<file path="src/rtl/uart_rx_cfg_if.sv">
// Receive-side bundle between the UART receiver and its consumer: the serial
// line, the valid/ready word handshake and the per-word status flags.
interface uart_rx_cfg_if #(
    parameter int DATA_BITS = 8
);
    logic                 rx_uart;
    logic                 rx_ready;
    logic [DATA_BITS-1:0] rx_data;
    logic                 rx_valid;
    logic                 parity_err;
    logic                 frame_err;
    logic                 break_det;
    logic                 overrun;
    logic                 busy;

    modport master (
        output rx_uart,
        output rx_ready,
        input  rx_data,
        input  rx_valid,
        input  parity_err,
        input  frame_err,
        input  break_det,
        input  overrun,
        input  busy
    );

    modport slave (
        input  rx_uart,
        input  rx_ready,
        output rx_data,
        output rx_valid,
        output parity_err,
        output frame_err,
        output break_det,
        output overrun,
        output busy
    );
endinterface

</file>
<file path="src/rtl/uart_rx_cfg.sv">
// Parametrised UART receiver: 3-sample majority vote per bit, optional parity,
// 1 or 2 stop bits, break/overrun reporting and a one-entry holding register.
module uart_rx_cfg #(
    parameter int CLKS_PER_BIT = 868,
    parameter int DATA_BITS    = 8,
    parameter int PARITY_MODE  = 0,
    parameter int STOP_BITS    = 1
) (
    input  logic         clk,
    input  logic         rst_n,
    uart_rx_cfg_if.slave io_rx
);

    localparam int MID   = (CLKS_PER_BIT - 1) / 2;
    localparam int CNT_W = $clog2(CLKS_PER_BIT);
    localparam int IDX_W = 4;

    localparam logic [CNT_W-1:0] CNT_LAST   = CNT_W'(CLKS_PER_BIT - 1);
    localparam logic [CNT_W-1:0] CNT_VOTE0  = CNT_W'(MID - 1);
    localparam logic [CNT_W-1:0] CNT_VOTE1  = CNT_W'(MID);
    localparam logic [CNT_W-1:0] CNT_DECIDE = CNT_W'(MID + 1);
    localparam logic [IDX_W-1:0] IDX_DLAST  = IDX_W'(DATA_BITS - 1);
    localparam logic [IDX_W-1:0] IDX_SLAST  = IDX_W'(STOP_BITS - 1);

    typedef enum logic [2:0] {
        IDLE,
        START,
        DATA,
        PARITY,
        STOP,
        WAIT_HIGH
    } state_t;

    logic                 r_sync1;
    logic                 r_sync2;
    state_t               r_state;
    logic [CNT_W-1:0]     r_cnt;
    logic                 r_vote0;
    logic                 r_vote1;
    logic [IDX_W-1:0]     r_bitIdx;
    logic [DATA_BITS-1:0] r_shift;
    logic                 r_parityBit;
    logic                 r_parityErr;
    logic                 r_frameErr;

    logic [DATA_BITS-1:0] r_rxData;
    logic                 r_rxValid;
    logic                 r_parErrOut;
    logic                 r_frameErrOut;
    logic                 r_breakDet;
    logic                 r_overrun;

    logic   w_rxS;
    logic   w_decide;
    logic   w_majority;
    logic   w_parityExp;
    logic   w_frameErrNow;
    logic   w_complete;
    logic   w_break;
    state_t w_stateNext;

    assign w_rxS         = r_sync2;
    assign w_decide      = (r_cnt == CNT_DECIDE);
    assign w_majority    = (r_vote0 & r_vote1) | (r_vote0 & w_rxS) | (r_vote1 & w_rxS);
    assign w_parityExp   = (PARITY_MODE == 2) ? (^r_shift) : ~(^r_shift);
    assign w_frameErrNow = r_frameErr | ~w_majority;

    always_ff @(posedge clk or negedge rst_n) begin
        if (!rst_n) begin
            r_sync1 <= 1'b1;
            r_sync2 <= 1'b1;
        end else begin
            r_sync1 <= io_rx.rx_uart;
            r_sync2 <= r_sync1;
        end
    end

    always_ff @(posedge clk or negedge rst_n) begin
        if (!rst_n) begin
            r_state <= IDLE;
        end else begin
            r_state <= w_stateNext;
        end
    end

    // All bit-level transitions happen in the decision cycle; the bit counter
    // free-runs across bits so the next decision lands one period later.
    always_comb begin
        w_stateNext = r_state;
        w_complete  = 1'b0;
        w_break     = 1'b0;
        case (r_state)
            IDLE: begin
                if (!w_rxS) begin
                    w_stateNext = START;
                end
            end
            START: begin
                if (w_decide) begin
                    w_stateNext = w_majority ? IDLE : DATA;
                end
            end
            DATA: begin
                if (w_decide && (r_bitIdx == IDX_DLAST)) begin
                    w_stateNext = (PARITY_MODE != 0) ? PARITY : STOP;
                end
            end
            PARITY: begin
                if (w_decide) begin
                    w_stateNext = STOP;
                end
            end
            STOP: begin
                if (w_decide && (r_bitIdx == IDX_SLAST)) begin
                    w_complete  = 1'b1;
                    w_break     = (r_shift == '0) && ((PARITY_MODE == 0) || !r_parityBit)
                                  && w_frameErrNow;
                    w_stateNext = w_frameErrNow ? WAIT_HIGH : IDLE;
                end
            end
            WAIT_HIGH: begin
                if (w_rxS) begin
                    w_stateNext = IDLE;
                end
            end
            default: begin
                w_stateNext = IDLE;
            end
        endcase
    end

    always_ff @(posedge clk or negedge rst_n) begin
        if (!rst_n) begin
            r_cnt   <= '0;
            r_vote0 <= 1'b1;
            r_vote1 <= 1'b1;
        end else begin
            if ((r_state == IDLE) || (r_state == WAIT_HIGH)) begin
                r_cnt <= '0;
            end else if (r_cnt == CNT_LAST) begin
                r_cnt <= '0;
            end else begin
                r_cnt <= r_cnt + CNT_W'(1);
            end
            if (r_cnt == CNT_VOTE0) begin
                r_vote0 <= w_rxS;
            end
            if (r_cnt == CNT_VOTE1) begin
                r_vote1 <= w_rxS;
            end
        end
    end

    // Per-frame accumulation: bit index, shift register, parity and stop status.
    always_ff @(posedge clk or negedge rst_n) begin
        if (!rst_n) begin
            r_bitIdx    <= '0;
            r_shift     <= '0;
            r_parityBit <= 1'b0;
            r_parityErr <= 1'b0;
            r_frameErr  <= 1'b0;
        end else if (r_state == IDLE) begin
            r_bitIdx    <= '0;
            r_parityBit <= 1'b0;
            r_parityErr <= 1'b0;
            r_frameErr  <= 1'b0;
        end else if (w_decide) begin
            if ((r_state == START) || (r_state == PARITY) ||
                ((r_state == DATA) && (r_bitIdx == IDX_DLAST))) begin
                r_bitIdx <= '0;
            end else begin
                r_bitIdx <= r_bitIdx + IDX_W'(1);
            end
            if (r_state == DATA) begin
                r_shift <= {w_majority, r_shift[DATA_BITS-1:1]};
            end
            if (r_state == PARITY) begin
                r_parityBit <= w_majority;
                r_parityErr <= (w_majority != w_parityExp);
            end
            if ((r_state == STOP) && !w_majority) begin
                r_frameErr <= 1'b1;
            end
        end
    end

    // Holding register: a completed frame loads if the slot is free or being
    // emptied this cycle, otherwise it is dropped and reported as overrun.
    always_ff @(posedge clk or negedge rst_n) begin
        if (!rst_n) begin
            r_rxData      <= '0;
            r_rxValid     <= 1'b0;
            r_parErrOut   <= 1'b0;
            r_frameErrOut <= 1'b0;
            r_breakDet    <= 1'b0;
            r_overrun     <= 1'b0;
        end else begin
            r_breakDet <= 1'b0;
            r_overrun  <= 1'b0;
            if (w_complete && w_break) begin
                r_breakDet <= 1'b1;
            end else if (w_complete) begin
                if (!r_rxValid || io_rx.rx_ready) begin
                    r_rxData      <= r_shift;
                    r_rxValid     <= 1'b1;
                    r_parErrOut   <= r_parityErr;
                    r_frameErrOut <= w_frameErrNow;
                end else begin
                    r_overrun <= 1'b1;
                end
            end else if (r_rxValid && io_rx.rx_ready) begin
                r_rxValid     <= 1'b0;
                r_parErrOut   <= 1'b0;
                r_frameErrOut <= 1'b0;
            end
        end
    end

    assign io_rx.rx_data    = r_rxData;
    assign io_rx.rx_valid   = r_rxValid;
    assign io_rx.parity_err = r_parErrOut;
    assign io_rx.frame_err  = r_frameErrOut;
    assign io_rx.break_det  = r_breakDet;
    assign io_rx.overrun    = r_overrun;
    assign io_rx.busy       = (r_state != IDLE);

endmodule

</file>
<file path="src/flat_wrapper.sv">
// flat-port wrapper written by rule: the top's interface ports become plain ports
module uart_rx_cfg_flat 
#(
    parameter int CLKS_PER_BIT = 868,
    parameter int DATA_BITS    = 8,
    parameter int PARITY_MODE  = 0,
    parameter int STOP_BITS    = 1
)
  (clk, rst_n, io_rx_rx_uart, io_rx_rx_ready, io_rx_rx_data, io_rx_rx_valid, io_rx_parity_err, io_rx_frame_err, io_rx_break_det, io_rx_overrun, io_rx_busy);
  uart_rx_cfg_if #(.DATA_BITS(DATA_BITS)) io_rx_i ();
  input  logic clk;
  input  logic rst_n;
  input wire logic [$bits(io_rx_i.rx_uart)-1:0] io_rx_rx_uart;
  input wire logic [$bits(io_rx_i.rx_ready)-1:0] io_rx_rx_ready;
  output wire logic [$bits(io_rx_i.rx_data)-1:0] io_rx_rx_data;
  output wire logic [$bits(io_rx_i.rx_valid)-1:0] io_rx_rx_valid;
  output wire logic [$bits(io_rx_i.parity_err)-1:0] io_rx_parity_err;
  output wire logic [$bits(io_rx_i.frame_err)-1:0] io_rx_frame_err;
  output wire logic [$bits(io_rx_i.break_det)-1:0] io_rx_break_det;
  output wire logic [$bits(io_rx_i.overrun)-1:0] io_rx_overrun;
  output wire logic [$bits(io_rx_i.busy)-1:0] io_rx_busy;
  assign io_rx_i.rx_uart = io_rx_rx_uart;
  assign io_rx_i.rx_ready = io_rx_rx_ready;
  assign io_rx_rx_data = io_rx_i.rx_data;
  assign io_rx_rx_valid = io_rx_i.rx_valid;
  assign io_rx_parity_err = io_rx_i.parity_err;
  assign io_rx_frame_err = io_rx_i.frame_err;
  assign io_rx_break_det = io_rx_i.break_det;
  assign io_rx_overrun = io_rx_i.overrun;
  assign io_rx_busy = io_rx_i.busy;
  uart_rx_cfg #(.CLKS_PER_BIT(CLKS_PER_BIT), .DATA_BITS(DATA_BITS), .PARITY_MODE(PARITY_MODE), .STOP_BITS(STOP_BITS)) u_core (.clk(clk), .rst_n(rst_n), .io_rx(io_rx_i));
endmodule
</file>
<file path="config.mk">
export PLATFORM = sky130hd
export DESIGN_NAME = uart_rx_cfg_flat
export DESIGN_NICKNAME = d
export VERILOG_FILES = /design/src/rtl/uart_rx_cfg_if.sv /design/src/rtl/uart_rx_cfg.sv /design/src/flat_wrapper.sv
export SDC_FILE = /design/constraint.sdc
export NUM_CORES = 1
export LEC_CHECK = 0
export ABC_CLOCK_PERIOD_IN_PS = 2000
export CAP_MARGIN = 15
export CORE_MARGIN = 10
export CORE_UTILIZATION = 50
export DETAILED_ROUTE_END_ITERATION = 7
export DONT_BUFFER_PORTS = 1
export GPL_ROUTABILITY_DRIVEN = 1
export GPL_TIMING_DRIVEN = 0
export PLACE_DENSITY = 0.73
export SYNTH_ARGS = -nofsm -noshare
export SYNTH_HDL_FRONTEND = slang
export SYNTH_SLANG_ARGS = --single-unit
export TNS_END_PERCENT = 10
</file>
<file path="constraint.sdc">
create_clock -name clk -period 2 [get_ports clk]
set_input_delay 0.4 -clock clk [delete_from_list [all_inputs] [get_ports clk]]
set_output_delay 0.4 -clock clk [all_outputs]
set_load 0.03 [all_outputs]
</file>
==> run summary <==
IO Count - 18
MaxCap Viol Count - 0
endpoints failing hold - 0
GRT Residual Overflow - 0
post-synthesis mux area share - 8.662%
R2R depth - 7
PwrDens - 604.0 nW/µm²
critical-path maximum fanout - 8
TritonCTS clock tree - built
sequential area share after synthesis - 48.46%
layout cell share with drive strength beyond 1 - 19.11%
fin crit period - 1.960 ns
initial antenna violation count - 0
Clock Path Buffers - 2
HPWL Detailed - 2900 µm
Total Power - 1.533 mW
Peak VDD IR - 358.4 µV
count of distinct cell types in the synthesized netlist - 45
effective utilization at floorplan - 52.05%
measured slew at the worst slew-check pin - 0.5024 ns
Vias - 1529
synthesis-stage register bit count - 44
Mean Syn Cell Area - 10.71 µm²
Synthesized Nets - 227
Synth area leaders - dfrtp_1 (44%), ha_1 (5.5%), mux2_2 (4.9%)
vias per cell - 5.520
Synth Area in Adders - 5.921%
GR Util All Layers - 11.99%
LEAKAGE - 1.155 nW
largest net degree at the start of global routing - 45
Highest Clock Rate - 0.5103 GHz
synthesized area - 2282 µm²
DR iter-0 viols - 70
CTS Sinks - 44
Syn. warnings - 0
WS Path Type - flip-flop to flip-flop
drt pass-1 iters - 4
top cell type's share of synthesized area - 43.86%
HP Class - primary input to flip-flop
setup violators final - 0
drt wl/cell - 14.70 µm
clock root cell - clkbuf_8
predominant post-synthesis flop cell - dfrtp_1
setup TNS - 0 ns
Reg clk slew, reported paths - 0.08 ns
CP Data Required Time - 2.19 ns
CP Launch Type - flip-flop
Setup Skew - 0.01297 ns
status - finished, final reports clean
RSZ-0062 raised after global routing - true
Synth Area in XOR/XNOR - 4.989%
Worst Setup End Kind - flip-flop
R2R setup slack - 0.04 ns
number of global-route vias before repair - 1518
port bufs - 0
Clock Latency Late Sink - 0.31 ns
TritonCTS buffer count - 5
area of the die - 7667 µm²
Post-DRT Antenna Nets - 0
Post-Synth Simple-Gate Area - 20.67%
Layout Nets - 238
die width - 87.56 µm
htree depth - 2
Post-synth EDFFs - 0
Worst EP arrival - 2.15 ns
Cells after Synth - 213
period utilization - 97.98%
Slew Viols, Final - 0
asr flop ratio synth - 100.0%
row cnt - 24
Hold Path Cell Cnt - 0
largest family of logic cells by synthesized area - simple AND/OR/NAND/NOR gates
Area growth, synth to finish - 11.18%
core area - 4384 µm²
Final Wtd Congestion - 0.8347
max_slew headroom - 66.51%
final WL - 4072 µm
area leader, netlist - dfrtp_1
first-pass GRT wire length - 7376 µm
n_diodes - 0
complex-gate fraction of the synthesized area - 6.086%
Die Height - 87.56 µm
DRC - 0
-- layer usage --
metal  routed length (µm)  track usage, %
met1                 1972           15.47
met2                 1830           17.72
met3                  174           3.900
met4                   95           5.652
met5                    0               0
-- worst paths after layout --
kind | startpoint | endpoint
max | u_core.r_cnt[0] | u_core.io_rx.rx_data[5]
min | io_rx_rx_uart | u_core.r_sync1
max reg2reg | u_core.r_cnt[0] | u_core.io_rx.rx_data[5]
min reg2reg | u_core.r_sync1 | u_core.r_sync2
max in group asynchronous | rst_n | u_core.r_sync1
min in group asynchronous | rst_n | u_core.r_shift[7]
-- placed cells by master (no fill, tap or decap), drive strengths merged, types with 8 or more instances in the layout --
master,count
nand3,15
buf,8
nand2,11
inv,18
clkbuf,9
xnor2,10
ha,10
dfrtp,40
mux2,11
nor2,19
-- critical path, cell delays in order (launching register included) --
cell and delay, ns:
dfrtp_1 0.40, inv_2 0.10, ha_4 0.15, and4bb_2 0.26, nand4_1 0.18, nor3b_4 0.27, buf_12 0.15, mux2_2 0.33
-- cell usage after synthesis (3+ instances only) --
library cell and n:
a21oi_1 5, a31oi_1 3, and3_1 4, clkbuf_1 3
dfrtp_1 40, dfstp_2 4, ha_1 10, inv_1 18
mux2_2 10, mux2i_1 7, nand2_1 11, nand3_1 14
nand4_1 4, nor2_1 19, nor2b_1 4, nor3_1 4
o21ai_0 6, xnor2_1 10, xor2_1 3
-- timing repair --
action	CTS	global route
endpoints found under the hold margin	44	0
endpoints found under the setup margin	10	10
pin swaps	1	3
resized for setup	2	7
hold buffers	2	0
setup buffers	2	0
gates cloned	0	0
-- per-stage QoR --
stage | cells | utilization [%] | hold slack (ns) | area, µm² | setup slack [ns]
floorplan | 213 | - | 0.1044 | 2282 | 0.04237
global placement | 265 | 53.54 | 0.1056 | 2347 | -0.1912
detailed placement | 265 | 53.54 | 0.1055 | 2347 | -0.2159
CTS | 277 | 57.42 | 0.07979 | 2517 | 0.006834
global route | 277 | 57.88 | 0.07071 | 2537 | -0.03820
finish | 277 | 57.88 | 0.09317 | 2537 | 0.04049
-- where the power goes --
part           leakage [nW]  internal, mW  switching [mW]
Clock                0.0434         0.280           0.310
Combinational         0.530        0.0110          0.0198
Sequential            0.582         0.897          0.0155
-- cell type report --
class / count / area, µm²
plain buffers: 8 / 52.55
clock buffers: 6 / 82.58
clock inverters: 2 / 15.01
fillers: 361 / 1847
inverters: 18 / 67.56
multi-input cells: 143 / 1082
flip-flops and latches: 44 / 1107
well taps: 52 / 65.06
repair buffers: 4 / 65.06
-- cells by family after synthesis --
logic type / after synthesis
and+or+nand+nor: 79
DFF: 44
buffers and inverters: 26
AOI/OAI and AO/OA: 22
muxes: 18
xor gates and xnor gates: 13
adders and majority gates: 11
-- sequential cells by signal (all words and copies together), names as in the netlist --
register / count
u_core.io_rx.break_det: 1
u_core.io_rx.frame_err: 1
u_core.io_rx.overrun: 1
u_core.io_rx.parity_err: 1
u_core.io_rx.rx_data: 8
u_core.io_rx.rx_valid: 1
u_core.r_bitIdx: 4
u_core.r_cnt: 10
u_core.r_frameErr: 1
u_core.r_parityErr: 1
u_core.r_shift: 8
u_core.r_state: 3
u_core.r_sync1: 1
u_core.r_sync2: 1
u_core.r_vote0: 1
u_core.r_vote1: 1
Note: power is estimated with default switching activity, not from simulation.
